$ cat src/rtl/host_jtag_pack.sv
// Byte-serial host to word-wide JTAG PHY bridge: packs host bytes into command words
// and unpacks response words into host bytes, each through its own FWFT word FIFO.
module host_jtag_pack #(
    parameter int unsigned JTAG_CMD_WIDTH  = 36,
    parameter int unsigned JTAG_RESP_WIDTH = 35,
    parameter int unsigned CMD_DEPTH       = 4,
    parameter int unsigned RESP_DEPTH      = 4
) (
    input  logic                       CLK,
    input  logic                       RESET,
    input  logic                       FLUSH,
    input  logic [7:0]                 HOST_WRDATA,
    input  logic                       HOST_WREN,
    output logic                       HOST_WRFULL,
    output logic [7:0]                 HOST_RDDATA,
    input  logic                       HOST_RDEN,
    output logic                       HOST_RDEMPTY,
    output logic                       HOST_PARTIAL,
    output logic [JTAG_CMD_WIDTH-1:0]  JTAG_CMD_RDDATA,
    input  logic                       JTAG_CMD_RDEN,
    output logic                       JTAG_CMD_RDEMPTY,
    input  logic [JTAG_RESP_WIDTH-1:0] JTAG_RESP_WRDATA,
    input  logic                       JTAG_RESP_WREN,
    output logic                       JTAG_RESP_WRFULL
);

    localparam int unsigned CMD_BYTES  = (JTAG_CMD_WIDTH + 7) / 8;
    localparam int unsigned RESP_BYTES = (JTAG_RESP_WIDTH + 7) / 8;
    localparam int unsigned CMD_ASM_W  = CMD_BYTES * 8;
    localparam int unsigned RESP_PAD_W = RESP_BYTES * 8;
    localparam int unsigned CIW        = (CMD_BYTES > 1) ? $clog2(CMD_BYTES) : 1;
    localparam int unsigned RIW        = (RESP_BYTES > 1) ? $clog2(RESP_BYTES) : 1;
    localparam int unsigned CAW        = $clog2(CMD_DEPTH);
    localparam int unsigned RAW        = $clog2(RESP_DEPTH);
    localparam int unsigned CCW        = CAW + 1;
    localparam int unsigned RCW        = RAW + 1;

    // Command path state
    logic [CIW-1:0]            r_cmd_idx;
    logic [CMD_ASM_W-1:0]      r_cmd_asm;
    logic [JTAG_CMD_WIDTH-1:0] r_cmd_mem [CMD_DEPTH];
    logic [CAW-1:0]            r_cmd_wp;
    logic [CAW-1:0]            r_cmd_rp;
    logic [CCW-1:0]            r_cmd_cnt;

    // Response path state
    logic [RIW-1:0]             r_resp_idx;
    logic [JTAG_RESP_WIDTH-1:0] r_resp_mem [RESP_DEPTH];
    logic [RAW-1:0]             r_resp_wp;
    logic [RAW-1:0]             r_resp_rp;
    logic [RCW-1:0]             r_resp_cnt;

    logic                      w_cmd_full;
    logic                      w_cmd_empty;
    logic                      w_byte_acc;
    logic                      w_cmd_last;
    logic                      w_cmd_push;
    logic                      w_cmd_pop;
    logic [CMD_ASM_W-1:0]      w_asm_next;
    logic [JTAG_CMD_WIDTH-1:0] w_cmd_word;

    logic                      w_resp_full;
    logic                      w_resp_empty;
    logic                      w_resp_push;
    logic                      w_rd_acc;
    logic                      w_resp_last;
    logic                      w_resp_pop;
    logic [RESP_PAD_W-1:0]     w_head_pad;
    logic [7:0]                w_rd_byte;

    assign w_cmd_full  = (r_cmd_cnt == CCW'(CMD_DEPTH));
    assign w_cmd_empty = (r_cmd_cnt == '0);
    assign w_byte_acc  = HOST_WREN & ~w_cmd_full;
    assign w_cmd_last  = (r_cmd_idx == CIW'(CMD_BYTES - 1));
    assign w_cmd_push  = w_byte_acc & w_cmd_last;
    assign w_cmd_pop   = JTAG_CMD_RDEN & ~w_cmd_empty;

    // Merge the incoming byte so the completing byte lands in the same FIFO write
    always_comb begin
        w_asm_next = r_cmd_asm;
        for (int unsigned b = 0; b < CMD_BYTES; b++) begin
            if (r_cmd_idx == CIW'(b)) begin
                w_asm_next[b*8 +: 8] = HOST_WRDATA;
            end
        end
    end

    assign w_cmd_word = w_asm_next[JTAG_CMD_WIDTH-1:0];

    always_ff @(posedge CLK) begin
        if (RESET || FLUSH) begin
            r_cmd_idx <= '0;
            r_cmd_asm <= '0;
            r_cmd_wp  <= '0;
            r_cmd_rp  <= '0;
            r_cmd_cnt <= '0;
        end else begin
            if (w_byte_acc) begin
                r_cmd_idx <= w_cmd_last ? '0 : r_cmd_idx + CIW'(1);
                r_cmd_asm <= w_cmd_last ? '0 : w_asm_next;
            end
            if (w_cmd_push) r_cmd_wp <= r_cmd_wp + CAW'(1);
            if (w_cmd_pop)  r_cmd_rp <= r_cmd_rp + CAW'(1);
            if (w_cmd_push && !w_cmd_pop)      r_cmd_cnt <= r_cmd_cnt + CCW'(1);
            else if (!w_cmd_push && w_cmd_pop) r_cmd_cnt <= r_cmd_cnt - CCW'(1);
        end
    end

    always_ff @(posedge CLK) begin
        if (w_cmd_push) r_cmd_mem[r_cmd_wp] <= w_cmd_word;
    end

    assign HOST_WRFULL      = w_cmd_full;
    assign HOST_PARTIAL     = (r_cmd_idx != '0);
    assign JTAG_CMD_RDEMPTY = w_cmd_empty;
    assign JTAG_CMD_RDDATA  = w_cmd_empty ? '0 : r_cmd_mem[r_cmd_rp];

    assign w_resp_full  = (r_resp_cnt == RCW'(RESP_DEPTH));
    assign w_resp_empty = (r_resp_cnt == '0);
    assign w_resp_push  = JTAG_RESP_WREN & ~w_resp_full;
    assign w_rd_acc     = HOST_RDEN & ~w_resp_empty;
    assign w_resp_last  = (r_resp_idx == RIW'(RESP_BYTES - 1));
    assign w_resp_pop   = w_rd_acc & w_resp_last;

    // Head word zero-padded to whole bytes, then byte j selected
    always_comb begin
        w_head_pad = RESP_PAD_W'(r_resp_mem[r_resp_rp]);
        w_rd_byte  = '0;
        for (int unsigned b = 0; b < RESP_BYTES; b++) begin
            if (r_resp_idx == RIW'(b)) begin
                w_rd_byte = w_head_pad[b*8 +: 8];
            end
        end
    end

    always_ff @(posedge CLK) begin
        if (RESET || FLUSH) begin
            r_resp_idx <= '0;
            r_resp_wp  <= '0;
            r_resp_rp  <= '0;
            r_resp_cnt <= '0;
        end else begin
            if (w_rd_acc)    r_resp_idx <= w_resp_last ? '0 : r_resp_idx + RIW'(1);
            if (w_resp_push) r_resp_wp  <= r_resp_wp + RAW'(1);
            if (w_resp_pop)  r_resp_rp  <= r_resp_rp + RAW'(1);
            if (w_resp_push && !w_resp_pop)      r_resp_cnt <= r_resp_cnt + RCW'(1);
            else if (!w_resp_push && w_resp_pop) r_resp_cnt <= r_resp_cnt - RCW'(1);
        end
    end

    always_ff @(posedge CLK) begin
        if (w_resp_push) r_resp_mem[r_resp_wp] <= JTAG_RESP_WRDATA;
    end

    assign HOST_RDEMPTY     = w_resp_empty;
    assign HOST_RDDATA      = w_resp_empty ? 8'h00 : w_rd_byte;
    assign JTAG_RESP_WRFULL = w_resp_full;

endmodule

$ cat config.mk
export PLATFORM = sky130hd
export DESIGN_NAME = host_jtag_pack
export DESIGN_NICKNAME = d
export VERILOG_FILES = /design/src/rtl/host_jtag_pack.sv
export SDC_FILE = /design/constraint.sdc
export NUM_CORES = 1
export LEC_CHECK = 0
export ABC_AREA = 1
export CORE_MARGIN = 5
export CORE_UTILIZATION = 61
export CTS_BUF_LIST = sky130_fd_sc_hd__clkbuf_8
export CTS_CLUSTER_DIAMETER = 30
export DETAILED_ROUTE_END_ITERATION = 12
export PLACE_DENSITY = 0.81
export SETUP_SLACK_MARGIN = 0.4
export SYNTH_ARGS = -nofsm -noshare
export SYNTH_HDL_FRONTEND = slang
export SYNTH_SLANG_ARGS = --single-unit
$ cat constraint.sdc
create_clock -name CLK -period 4.1 [get_ports CLK]
set_input_delay 0.82 -clock CLK [delete_from_list [all_inputs] [get_ports CLK]]
set_output_delay 0.82 -clock CLK [all_outputs]
set_load 0.02 [all_outputs]
# Word-level counts from Yosys, hierarchy flattened
# Memory sizes are Yosys's and may differ from the RTL's. A register that Yosys moved wholly into a read port is not among the register bits.
# Cells that the tools add are included.
# totals
register_bits	56
mem_bits_rw	284
input_bits	50
output_inout_bits	49
word_cells	84
n_memories	2
# memory_table
name	depth	word_bits	read_ports	rd_ports_with_merged_regs	write_ports	line_no	source
r_cmd_mem	4	36	1	1	1	41	logic [JTAG_CMD_WIDTH-1:0] r_cmd_mem [CMD_DEPTH];
r_resp_mem	4	35	1	1	1	48	logic [JTAG_RESP_WIDTH-1:0] r_resp_mem [RESP_DEPTH];
# classes
n_addsub	10
n_eq_ne	10
mux	27
n_bitwise	10
reduce_logical	16
# ops
op	count
8-bit 2-to-1 mux	10
36-bit 2-to-1 mux	2
3-bit 2-to-1 mux	6
3-bit by 1-bit adder with 3-bit output, second input constant	4
3-bit by 2-bit == test with 1-bit output, second input constant	4
3-bit == test, second input constant	4
3-bit logical NOT	4
2-bit by 1-bit adder with 2-bit output, second input constant	4
2-bit 2-to-1 mux	4
1-bit AND	6
3-bit by 1-bit == test with 1-bit output, second input constant	2
3-bit by 1-bit subtractor with 3-bit output, second input constant	2
1-bit logical AND	4
1-bit logical NOT	4
1-bit 2-to-1 mux	4
4-bit 2-to-1 mux	1
1-bit inverter	4
2-bit nonzero test	2
3-bit nonzero test	1
1-bit logical OR	1

# Longest topological paths before layout
# Gate-level depths: netlist of run 1.
# depth
ltp_word	8
depth_mapped	15
ltp_nobuf	14

# Worst setup path before layout of run 1
# Ideal clock, no wire load.
# synth_path
path_type	input port to flip-flop
startpoint	input port HOST_WREN
endpoint	memory r_cmd_mem[0][0] (enable)
setup_time_ns	0.429
arrival_time_ns	2.784
path_slack_ns	0.887
cell_stages	5
path_buffers	1
cell_sequence	nand2_2 inv_1 nand2_1 buf_4 nor2_1
# synth_between
elab_chain_cells	4
# synth_lines
element	line_no	source
start: declaration	13	input logic HOST_WREN,
1-bit AND	73	assign w_byte_acc = HOST_WREN & ~w_cmd_full;
1-bit AND	75	assign w_cmd_push = w_byte_acc & w_cmd_last;
1-bit 2-to-1 mux	110	if (w_cmd_push) r_cmd_mem[r_cmd_wp] <= w_cmd_word;
1-bit 2-to-1 mux (not written as such)	110	
end: declaration	41	
# No other way between the ends.

==> results of run 1 <==
-- cells in the final DEF, fill, tap and decap left out, types with 2 or more instances in the layout --
master	count
bufinv_16	5
o22ai_1	2
inv_1	87
inv_2	6
buf_12	5
edfxtp_1	284
o21ai_0	115
inv_8	3
fa_1	2
dfxtp_1	58
clkdlybuf4s50_1	93
nor3_2	2
clkinv_1	9
clkbuf_8	59
nand2_1	200
clkinv_2	3
a21oi_1	80
a22oi_1	24
dlymetal6s2s_1	5
o221ai_1	8
ha_1	19
nand3_1	71
nand2_2	5
buf_4	16
nor2_4	12
clkinvlp_4	3
o21ai_2	8
o21ai_1	21
nor2_1	211
-- state kept, by name, indices dropped and copies added (netlist names), 3 cells and up, named ones only --
register and flops:
r_resp_mem 140, r_cmd_mem 144, r_resp_idx 3, r_resp_cnt 3
r_cmd_idx 3, r_cmd_cnt 3, r_cmd_asm 36
-- through the flow --
stage / hold WS (ns) / cells / worst slack (ns) / utilization, %
floorplan: 0.432 / 1272 / 0.887 / -
global placement: 0.443 / 1639 / 0.980 / 67.8
detailed placement: 0.450 / 1639 / 0.950 / 67.8
CTS: 0.458 / 1737 / 0.413 / 72.7
global route: 0.491 / 1737 / 0.400 / 72.8
finish: 0.462 / 1737 / 0.537 / 72.8
-- how the worst min path moves through the flow --
stage / from / to / slack [ns] / cells past startpoint
after global placement: r_cmd_asm[33]$_SDFFE_PP0P_ / r_cmd_asm[33]$_SDFFE_PP0P_ / 0.44 / 2
after detailed placement: r_cmd_asm[32]$_SDFFE_PP0P_ / r_cmd_asm[32]$_SDFFE_PP0P_ / 0.45 / 2
after floorplan: r_cmd_asm[32]$_SDFFE_PP0P_ / r_cmd_asm[32]$_SDFFE_PP0P_ / 0.43 / 2
after global routing: r_cmd_asm[33]$_SDFFE_PP0P_ / r_cmd_asm[33]$_SDFFE_PP0P_ / 0.49 / 2
final: r_cmd_asm[32]$_SDFFE_PP0P_ / r_cmd_asm[32]$_SDFFE_PP0P_ / 0.46 / 2
after CTS: r_cmd_asm[32]$_SDFFE_PP0P_ / r_cmd_asm[32]$_SDFFE_PP0P_ / 0.46 / 2
-- what timing repair did --
item,4_1_cts,5_1_grt
gates resized for setup,3,12
endpoints found under the setup margin,9,13
hold endpoints to repair,0,0
-- power groups by stage --
| stage | Combinational [mW] | Sequential, mW | Clock (mW) |
|---|---|---|---|
| floorplan | 0.166 | 3.92 | 0 |
| global placement | 0.308 | 3.92 | 0 |
| detailed placement | 0.317 | 3.92 | 0 |
| CTS | 0.321 | 3.85 | 2.96 |
| global route | 0.350 | 3.85 | 3.13 |
| finish | 0.322 | 3.85 | 2.93 |
-- metal layers --
layer  vias to the layer above  wire length, µm  GRT usage (%)
met3                        67             2300           4.56
met5                         -                0              0
met2                       414            15900           41.7
met4                         0              698           7.46
met1                      4711            12500           30.2
li1                       4627                -              -
-- area by class of cell --
type	count	area (µm²)	share of cell area, %
clock buffers	58	798	4.81
clock inverters	40	317	1.91
inverters	78	303	1.83
multi-input cells	784	3820	23.0
flip-flops and latches	344	9730	58.7
well taps	313	392	2.36
repair buffers	120	1230	7.40
-- cell families (layout without fill, tap and decap cells) --
| kind of cell | count (synthesis) | after routing | share of synthesized area (%) |
|---|---|---|---|
| fa+ha+maj | 22 | 22 | 2.05 |
| compound gates | 259 | 259 | 10.0 |
| simple gates | 503 | 503 | 14.3 |
| flops | 344 | 344 | 68.7 |
| buf+inv | 144 | 296 | 4.86 |
-- worst max-delay path, cell delays in order, from the launching register on --
cell and delay [ns]:
dfxtp_2 0.34, clkbuf_8 0.40, nor2_1 0.10, nor2_1 0.11, o21ai_0 0.12, a21oi_1 0.37, clkdlybuf4s50_1 0.68
==> results.sh, run 1 <==
export IMPL_postPlaceCellArea_mm2=0.0154
export IMPL_synthesis_area_mm2=0.0142
export IMPL_grt_util_all_layers_pct=23.8
export IMPL_synth_top_cell_area_share_pct=60.2
export IMPL_status="completed"
export IMPL_antenna_found_initial=0
export IMPL_ioPinCount=99
export IMPL_clock_sinks=344
export IMPL_synth_largest_area_cell="edfxtp_1"
export IMPL_rows=55
export IMPL_place_congestion=0.804
export IMPL_grt_start_max_net_pins=73
export IMPL_clock_skew_ns=0.0166
export IMPL_rrSetupSlack_ns=1.48
export IMPL_cp_required_ns=3.28
export IMPL_first_pass_iters=5
export IMPL_synth_most_common_cell="edfxtp_1"
export IMPL_cts_buffers=55
export IMPL_wirelength_um=31400
export IMPL_synthesis_nets=1344
export IMPL_power_mw=7.10
export IMPL_drive_above_1_share_pct=9.41
export IMPL_total_leakage_power_nw=6.08
export IMPL_rsz0062_at_grt="false"
export IMPL_synth_area_leaders="edfxtp_1, dfxtp_1, nor2_1"
export IMPL_internal_power_mw=5.58
export IMPL_synth_seq_cells=344
export IMPL_synth_edf_count=284
export IMPL_p_switching_mw=1.52
export IMPL_fin_setup_tns_ns=0
export IMPL_grt_pass1_vias=9743
export IMPL_design_area_mm2=0.0166
export IMPL_cts_hold_repair_buffers=0
export IMPL_drv_cap=0
export IMPL_cts_post_setup_buffers_inserted=0
export IMPL_ys_top_cells_by_count="edfxtp_1, nor2_1, nand2_1, o21ai_0, a21oi_1"
export IMPL_antennaDiodeCount=0
export IMPL_drt_iter0_markers=894
export IMPL_worstSetupPathType="reg -> out"
export IMPL_timing_rr_end="r_cmd_cnt[1]$_SDFFE_PP0P_"
export IMPL_vias=9819
export IMPL_avgSynthCellArea_um2=11.1
export IMPL_clk_pin_slew_ns=0.06
export IMPL_hold_violations=0
export IMPL_drc=0
export IMPL_core_mm2=0.0228
export IMPL_ys_flop_type="edfxtp_1"
export IMPL_worstMarginPinSlew_ns=0.820
export IMPL_htree_levels=2
export IMPL_hpwl_um=19000
export IMPL_max_slew_margin_pct=45.2
export IMPL_p_seq_share_pct=54.2
export IMPL_clkLatencyLatePin_ns=0.58
export IMPL_synth_cells=1272
export IMPL_worstPathArrival_ns=2.74
export IMPL_r2r_start="r_cmd_idx[0]$_SDFFE_PP0P_"
export IMPL_clockRootBuffer="clkbuf_8"
export IMPL_ys_seq_area_share_pct=68.7
export IMPL_design_die_area_mm2=0.0264
export IMPL_viasPerCell=5.65
export IMPL_ant_nets=0
export IMPL_port_buffers=98
export IMPL_synth_async_reset_ratio_pct=0
export IMPL_reg2reg_depth=11
export IMPL_holdCritPathClass="reg -> reg"
export IMPL_swShare_pct=21.4
export IMPL_fp_dieH_um=162
export IMPL_cp_end_kind="output pin"
export IMPL_fmax_mhz=281
export IMPL_finalNetCount=1455
export IMPL_die_w_um=162
export IMPL_synth_warnings=0
export IMPL_combPwrFrac_pct=4.5
export IMPL_p_per_area_mw_per_mm2=428
export IMPL_synthToLayoutAreaGrowth_pct=17.2
export IMPL_initial_core_util_pct=62.2
export IMPL_wl_per_cell_um=18.1
export IMPL_grt_pass1_wl_um=49900
export IMPL_grt_overflow=0
export IMPL_power_frac_clock_pct=41.3
export IMPL_fin_crit_sh_pct=86.9
export IMPL_fillers=1465
export IMPL_layout_min_cycle_time_ns=3.56
export IMPL_tritoncts="done"
export IMPL_clock_path_buffers=3
export IMPL_start_kind="register"
export IMPL_cp_max_fo=72
export IMPL_crit_end="JTAG_CMD_RDDATA[0]"
export IMPL_yosysUniqueCellTypes=31
export IMPL_vdd_drop_max_uv=365
export IMPL_setup_viol=0
export IMPL_slew_violations=0
(Power assumes the default switching activity.)
==> run 2: changes to the inputs <==
==> constraint.sdc (replaced) <==
create_clock -name CLK -period 4.1 [get_ports CLK]
set_input_delay 0.615 -clock CLK [delete_from_list [all_inputs] [get_ports CLK]]
set_output_delay 0.615 -clock CLK [all_outputs]
set_load 0.02 [all_outputs]
==> run 2 against run 1 <==
Sequential share of layout area hardly changed. Sequential cell count stayed put. Via count is 0.61% lower. Utilization hardly changed. Wire length is 0.72% lower. Clock power is 7.2% higher. Power is 2.9% higher. Critical endpoint is now HOST_RDDATA[4]. Critical path depth is 3 higher. Hold slack worse by 0.0015 ns. Fmax is 0.92% higher. Setup slack better by 0.033 ns.
==> results.sh, run 2 (synthesis results as in run 1) <==
export IMPL_status="completed"
export IMPL_final_common_cell="edfxtp_1"
export IMPL_ant_nets=0
export IMPL_hpwl_um=18400
export IMPL_cts_buffers=57
export IMPL_timing_rr_end="r_cmd_mem[3][26]$_DFFE_PP_"
export IMPL_drv_cap=0
export IMPL_rsz0062_at_grt="true"
export IMPL_hold_slack_ns=0.461
export IMPL_reg2reg_depth=7
export IMPL_top_regs="r_cmd_mem (144), r_resp_mem (140), r_cmd_asm (36)"
export IMPL_final_cell_mix="edfxtp_1, nor2_1, nand2_1, o21ai_0, clkdlybuf4s50_1"
export IMPL_layout_min_cycle_time_ns=3.53
export IMPL_ioPinCount=99
export IMPL_worstPathArrival_ns=2.92
export IMPL_largest_register_ffs=144
export IMPL_finalNetCount=1452
export IMPL_pre_cts_ws_ns=0.946
export IMPL_wirelength_um=31200
export IMPL_vdd_drop_max_uv=402
export IMPL_cp_required_ns=3.48
export IMPL_vias=9759
export IMPL_fin_ws_ns=0.569
export IMPL_tritoncts="done"
export IMPL_cp_startpoint="r_resp_idx[1]$_SDFFE_PP0N_"
export IMPL_top_register="r_cmd_mem"
export IMPL_cp_max_fo=8
export IMPL_die_w_um=162
export IMPL_grt_pass1_vias=9861
export IMPL_synthToLayoutAreaGrowth_pct=17.2
export IMPL_initial_core_util_pct=62.2
export IMPL_clock_skew_ns=0.0320
export IMPL_fmax_mhz=283
export IMPL_wl_per_cell_um=17.9
export IMPL_whs_path_depth=2
export IMPL_p_per_area_mw_per_mm2=440
export IMPL_port_buffers=98
export IMPL_core_mm2=0.0228
export IMPL_clock_path_buffers=3
export IMPL_start_kind="register"
export IMPL_grt_pass1_wl_um=49800
export IMPL_max_slew_margin_pct=43.7
export IMPL_fin_crit_sh_pct=86.1
export IMPL_crit_end="HOST_RDDATA[4]"
export IMPL_total_leakage_power_nw=6.01
export IMPL_grt_start_max_net_pins=73
export IMPL_first_pass_iters=5
export IMPL_rrSetupSlack_ns=1.35
export IMPL_crit_path_frequent_cell="nand2_1"
export IMPL_crit_slowest_cell="clkdlybuf4s50_1"
export IMPL_cp_slowest_stage_delay_ns=0.64
export IMPL_holdCritPathClass="reg -> reg"
export IMPL_rows=55
export IMPL_clockRootBuffer="clkbuf_8"
export IMPL_design_die_area_mm2=0.0264
export IMPL_grt_util_all_layers_pct=23.7
export IMPL_antenna_found_initial=0
export IMPL_setup_viol=0
export IMPL_cp_buffers_inverters=3
export IMPL_slew_violations=0
export IMPL_crit_chain="inv_1, ha_1, inv_1, nor2_1, nand2_1, nand2_1, nand2_1, a21oi_1, clkdlybuf4s50_1"
export IMPL_drive_above_1_share_pct=9.59
export IMPL_critical_path_top_delay_family="simple AND/OR/NAND/NOR gates"
export IMPL_fp_dieH_um=162
export IMPL_clk_pin_slew_ns=0.06
export IMPL_cts_post_setup_buffers_inserted=0
export IMPL_clkLatencyLatePin_ns=0.60
export IMPL_worstMarginPinSlew_ns=0.842
export IMPL_viasPerCell=5.61
export IMPL_antennaDiodeCount=0
export IMPL_placedCellCount=1634
export IMPL_grt_overflow=0
export IMPL_fin_setup_tns_ns=0
export IMPL_final_core_util_pct=72.8
export IMPL_clock_sinks=344
export IMPL_final_cells=1741
export IMPL_hold_violations=0
export IMPL_worstSetupPathType="reg -> out"
export IMPL_htree_levels=2
export IMPL_place_congestion=0.794
export IMPL_cp_end_kind="output pin"
export IMPL_cp_num_cells=9
export IMPL_drt_iter0_markers=935
export IMPL_drc=0
export IMPL_r2r_start="r_cmd_idx[0]$_SDFFE_PP0P_"
[run 2: timing repair]
action                                 4_1_cts  5_1_grt
hold buffers                                 0        0
endpoints found under the hold margin        0        0
gates resized for setup                      1        2
setup endpoints to repair                    1        2
pin swaps                                    0        0
[run 2: stage by stage]
step	total power [mW]	cell area, µm²
after floorplan	4.08	14200
after global placement	4.22	15400
after detailed placement	4.23	15400
after CTS	7.33	16600
after global routing	7.54	16600
final	7.30	16600
[run 2: how the worst min path moves through the flow]
| stage | startpoint | to |
|---|---|---|
| global route | r_cmd_asm[32]$_SDFFE_PP0P_ | r_cmd_asm[32]$_SDFFE_PP0P_ |
| global placement | r_cmd_asm[33]$_SDFFE_PP0P_ | r_cmd_asm[33]$_SDFFE_PP0P_ |
| finish | r_cmd_asm[32]$_SDFFE_PP0P_ | r_cmd_asm[32]$_SDFFE_PP0P_ |
| CTS | r_cmd_asm[32]$_SDFFE_PP0P_ | r_cmd_asm[32]$_SDFFE_PP0P_ |
| floorplan | r_cmd_asm[32]$_SDFFE_PP0P_ | r_cmd_asm[32]$_SDFFE_PP0P_ |
| detailed placement | r_cmd_asm[32]$_SDFFE_PP0P_ | r_cmd_asm[32]$_SDFFE_PP0P_ |
[run 2: final cells by class]
class	instances	area, µm²
tap	313	392
inverter	78	300
sequential	344	9730
multi-input combinational	784	3800
clock buffer	62	853
clock inverter	45	368
timing repair buffer	115	1140
fill	1448	6190
[run 2: tightest hold or removal path, stage by stage (launching register included)]
cell	delay [ns]
dfxtp_1	0.31
nand3_1	0.07
inv_1	0.04
[run 2: where the power goes]
group	internal [mW]	switching (mW)	leakage (nW)
registers	3.83	0.0164	3.16
logic	0.114	0.205	2.17
clock network	1.79	1.35	0.677
total	5.73	1.57	6.01
[run 2: metal layers]
layer	vias up	wire length [µm]	track usage, %
li1	4627	-	-
met4	0	872	9.53
met2	414	15600	40.8
met5	-	0	0
met1	4645	12200	29.8
met3	73	2490	4.35
==> run 3: changes to the inputs <==
--- a/config.mk
+++ b/config.mk
@@ -12,7 +12,7 @@
 export CTS_CLUSTER_DIAMETER = 30
 export DETAILED_ROUTE_END_ITERATION = 12
 export PLACE_DENSITY = 0.81
-export SETUP_SLACK_MARGIN = 0.4
+export SETUP_SLACK_MARGIN = 0.5
 export SYNTH_ARGS = -nofsm -noshare
 export SYNTH_HDL_FRONTEND = slang
 export SYNTH_SLANG_ARGS = --single-unit
==> run 3 against run 2 <==
Fmax up 2.2%. Cell count barely moved. Largest power group unchanged. Sequential share of layout area decreased by 0.084 points. First-iteration DRC count up 4.2%. Count of clock-buffer cells in the layout unchanged. Critical path type unchanged. Critical path depth decreased by 2. Largest cell class unchanged. Critical endpoint unchanged. Sequential power about the same.
==> results.sh, run 3 (synthesis results as in run 1) <==
export IMPL_top_layer="met4"
export IMPL_wl_met2_um=15700
export IMPL_top_register="r_cmd_mem"
export IMPL_max_slew_margin_pct=45.0
export IMPL_worstPathArrival_ns=2.84
export IMPL_die_w_um=162
export IMPL_p_seq_share_pct=52.7
export IMPL_final_cell_mix="edfxtp_1, nor2_1, nand2_1, o21ai_0, clkdlybuf4s50_1"
export IMPL_combPwrFrac_pct=4.4
export IMPL_timing_rr_end="r_cmd_mem[3][26]$_DFFE_PP_"
export IMPL_place_congestion=0.794
export IMPL_core_mm2=0.0228
export IMPL_drc=0
export IMPL_clock_path_buffers=3
export IMPL_total_leakage_power_nw=6.02
export IMPL_clk_pin_slew_ns=0.06
export IMPL_vias=9828
export IMPL_fmax_mhz=289
export IMPL_clock_skew_ns=0.0327
export IMPL_fin_setup_tns_ns=0
export IMPL_layout_min_cycle_time_ns=3.46
export IMPL_largest_register_ffs=144
export IMPL_cp_required_ns=3.48
export IMPL_fin_crit_sh_pct=84.3
export IMPL_synthToLayoutAreaGrowth_pct=17.3
export IMPL_rows=55
export IMPL_grt_pass1_vias=9871
export IMPL_ant_nets=0
export IMPL_placedCellCount=1634
export IMPL_grt_util_all_layers_pct=23.7
export IMPL_rsz0062_at_grt="false"
export IMPL_holdCritPathClass="reg -> reg"
export IMPL_worstSetupPathType="reg -> out"
export IMPL_htree_levels=2
export IMPL_final_cells=1742
export IMPL_start_kind="register"
export IMPL_clkLatencyLatePin_ns=0.59
export IMPL_tritoncts="done"
export IMPL_status="completed"
export IMPL_final_common_cell="edfxtp_1"
export IMPL_wl_met1_um=12300
export IMPL_antenna_found_initial=0
export IMPL_vdd_drop_max_uv=398
export IMPL_fp_dieH_um=162
export IMPL_drt_iter0_markers=974
export IMPL_met3_wirelength_um=2620
export IMPL_ioPinCount=99
export IMPL_r2r_start="r_cmd_idx[0]$_SDFFE_PP0P_"
export IMPL_wl_per_cell_um=18.0
export IMPL_power_frac_clock_pct=42.9
export IMPL_whs_path_depth=2
export IMPL_cts_buffers=57
export IMPL_clock_sinks=344
export IMPL_slew_violations=0
export IMPL_port_buffers=98
export IMPL_design_die_area_mm2=0.0264
export IMPL_internal_power_mw=5.73
export IMPL_initial_core_util_pct=62.2
export IMPL_clockRootBuffer="clkbuf_8"
export IMPL_worstHoldEndpoint="r_cmd_asm[32]$_SDFFE_PP0P_"
export IMPL_swShare_pct=21.4
export IMPL_hpwl_um=18400
export IMPL_cp_startpoint="r_resp_idx[1]$_SDFFE_PP0N_"
export IMPL_grt_overflow=0
export IMPL_hold_violations=0
export IMPL_rrSetupSlack_ns=1.34
export IMPL_viasPerCell=5.64
export IMPL_cts_hold_repair_buffers=0
export IMPL_first_pass_iters=5
export IMPL_final_core_util_pct=72.9
export IMPL_drv_cap=0
export IMPL_finalNetCount=1453
export IMPL_top_regs="r_cmd_mem (144), r_resp_mem (140), r_cmd_asm (36)"
export IMPL_worstMarginPinSlew_ns=0.822
export IMPL_antennaDiodeCount=0
export IMPL_cp_end_kind="output pin"
export IMPL_reg2reg_depth=7
export IMPL_setup_viol=0
export IMPL_p_switching_mw=1.56
export IMPL_cp_max_fo=9
export IMPL_grt_start_max_net_pins=73
export IMPL_wirelength_um=31400
export IMPL_grt_pass1_wl_um=49800
export IMPL_p_per_area_mw_per_mm2=439
export IMPL_min_delay_start="r_cmd_asm[32]$_SDFFE_PP0P_"
export IMPL_drive_above_1_share_pct=9.80
==> run 3: worst max-delay path by stage <==
stage	to	slack, ns	cells after the start
6_report	HOST_RDDATA[4]	0.64	7
5_1_grt	HOST_RDDATA[3]	0.54	8
4_1_cts	HOST_RDDATA[0]	0.54	9
3_5_place_dp	HOST_RDDATA[2]	0.95	6
3_3_place_gp	HOST_RDDATA[1]	1.04	6
2_1_floorplan	r_cmd_mem[0][0]$_DFFE_PP_	1.06	7
==> run 3: critical path: stages, from the launching register on <==
cell	delay, ns
dfxtp_1	0.37
ha_1	0.16
ha_1	0.43
inv_1	0.29
nand2_1	0.13
inv_1	0.06
a21oi_1	0.19
clkdlybuf4s50_1	0.64
==> run 3: final cells by class <==
| class | instances | area [µm²] |
|---|---|---|
| Inverter | 78 | 300 |
| Clock inverter | 45 | 368 |
| Clock buffer | 62 | 853 |
| Multi-Input combinational cell | 784 | 3810 |
| Fill cell | 1442 | 6160 |
| Sequential cell | 344 | 9730 |
| Tap cell | 313 | 392 |
| Timing Repair Buffer | 116 | 1160 |
==> run 3: through the flow <==
step	worst slack, ns	total power, mW	area [µm²]	hold WS, ns
2_1_floorplan	1.06	4.08	14200	0.432
3_3_place_gp	1.04	4.22	15400	0.445
3_5_place_dp	0.946	4.23	15400	0.451
4_1_cts	0.539	7.33	16600	0.461
5_1_grt	0.544	7.54	16600	0.487
6_report	0.645	7.30	16600	0.460
==> run 3: repair_timing <==
| action | in CTS | in global routing |
|---|---|---|
| resized for setup | 2 | 5 |
| endpoints found under the setup margin | 7 | 12 |
| setup buffers | 0 | 1 |
| hold endpoints to repair | 0 | 0 |
==> run 3: power groups by stage <==
stage	clock network, mW	logic, mW	registers [mW]
2_1_floorplan	0	0.166	3.92
3_3_place_gp	0	0.305	3.92
3_5_place_dp	0	0.314	3.92
4_1_cts	3.17	0.317	3.85
5_1_grt	3.35	0.346	3.85
6_report	3.13	0.319	3.85
==> run 3: layer usage <==
layer	up-vias	global-route usage (%)
li1	4624	-
met1	4688	29.8
met2	454	40.7
met5	-	0
met4	0	9.57
met3	62	4.45
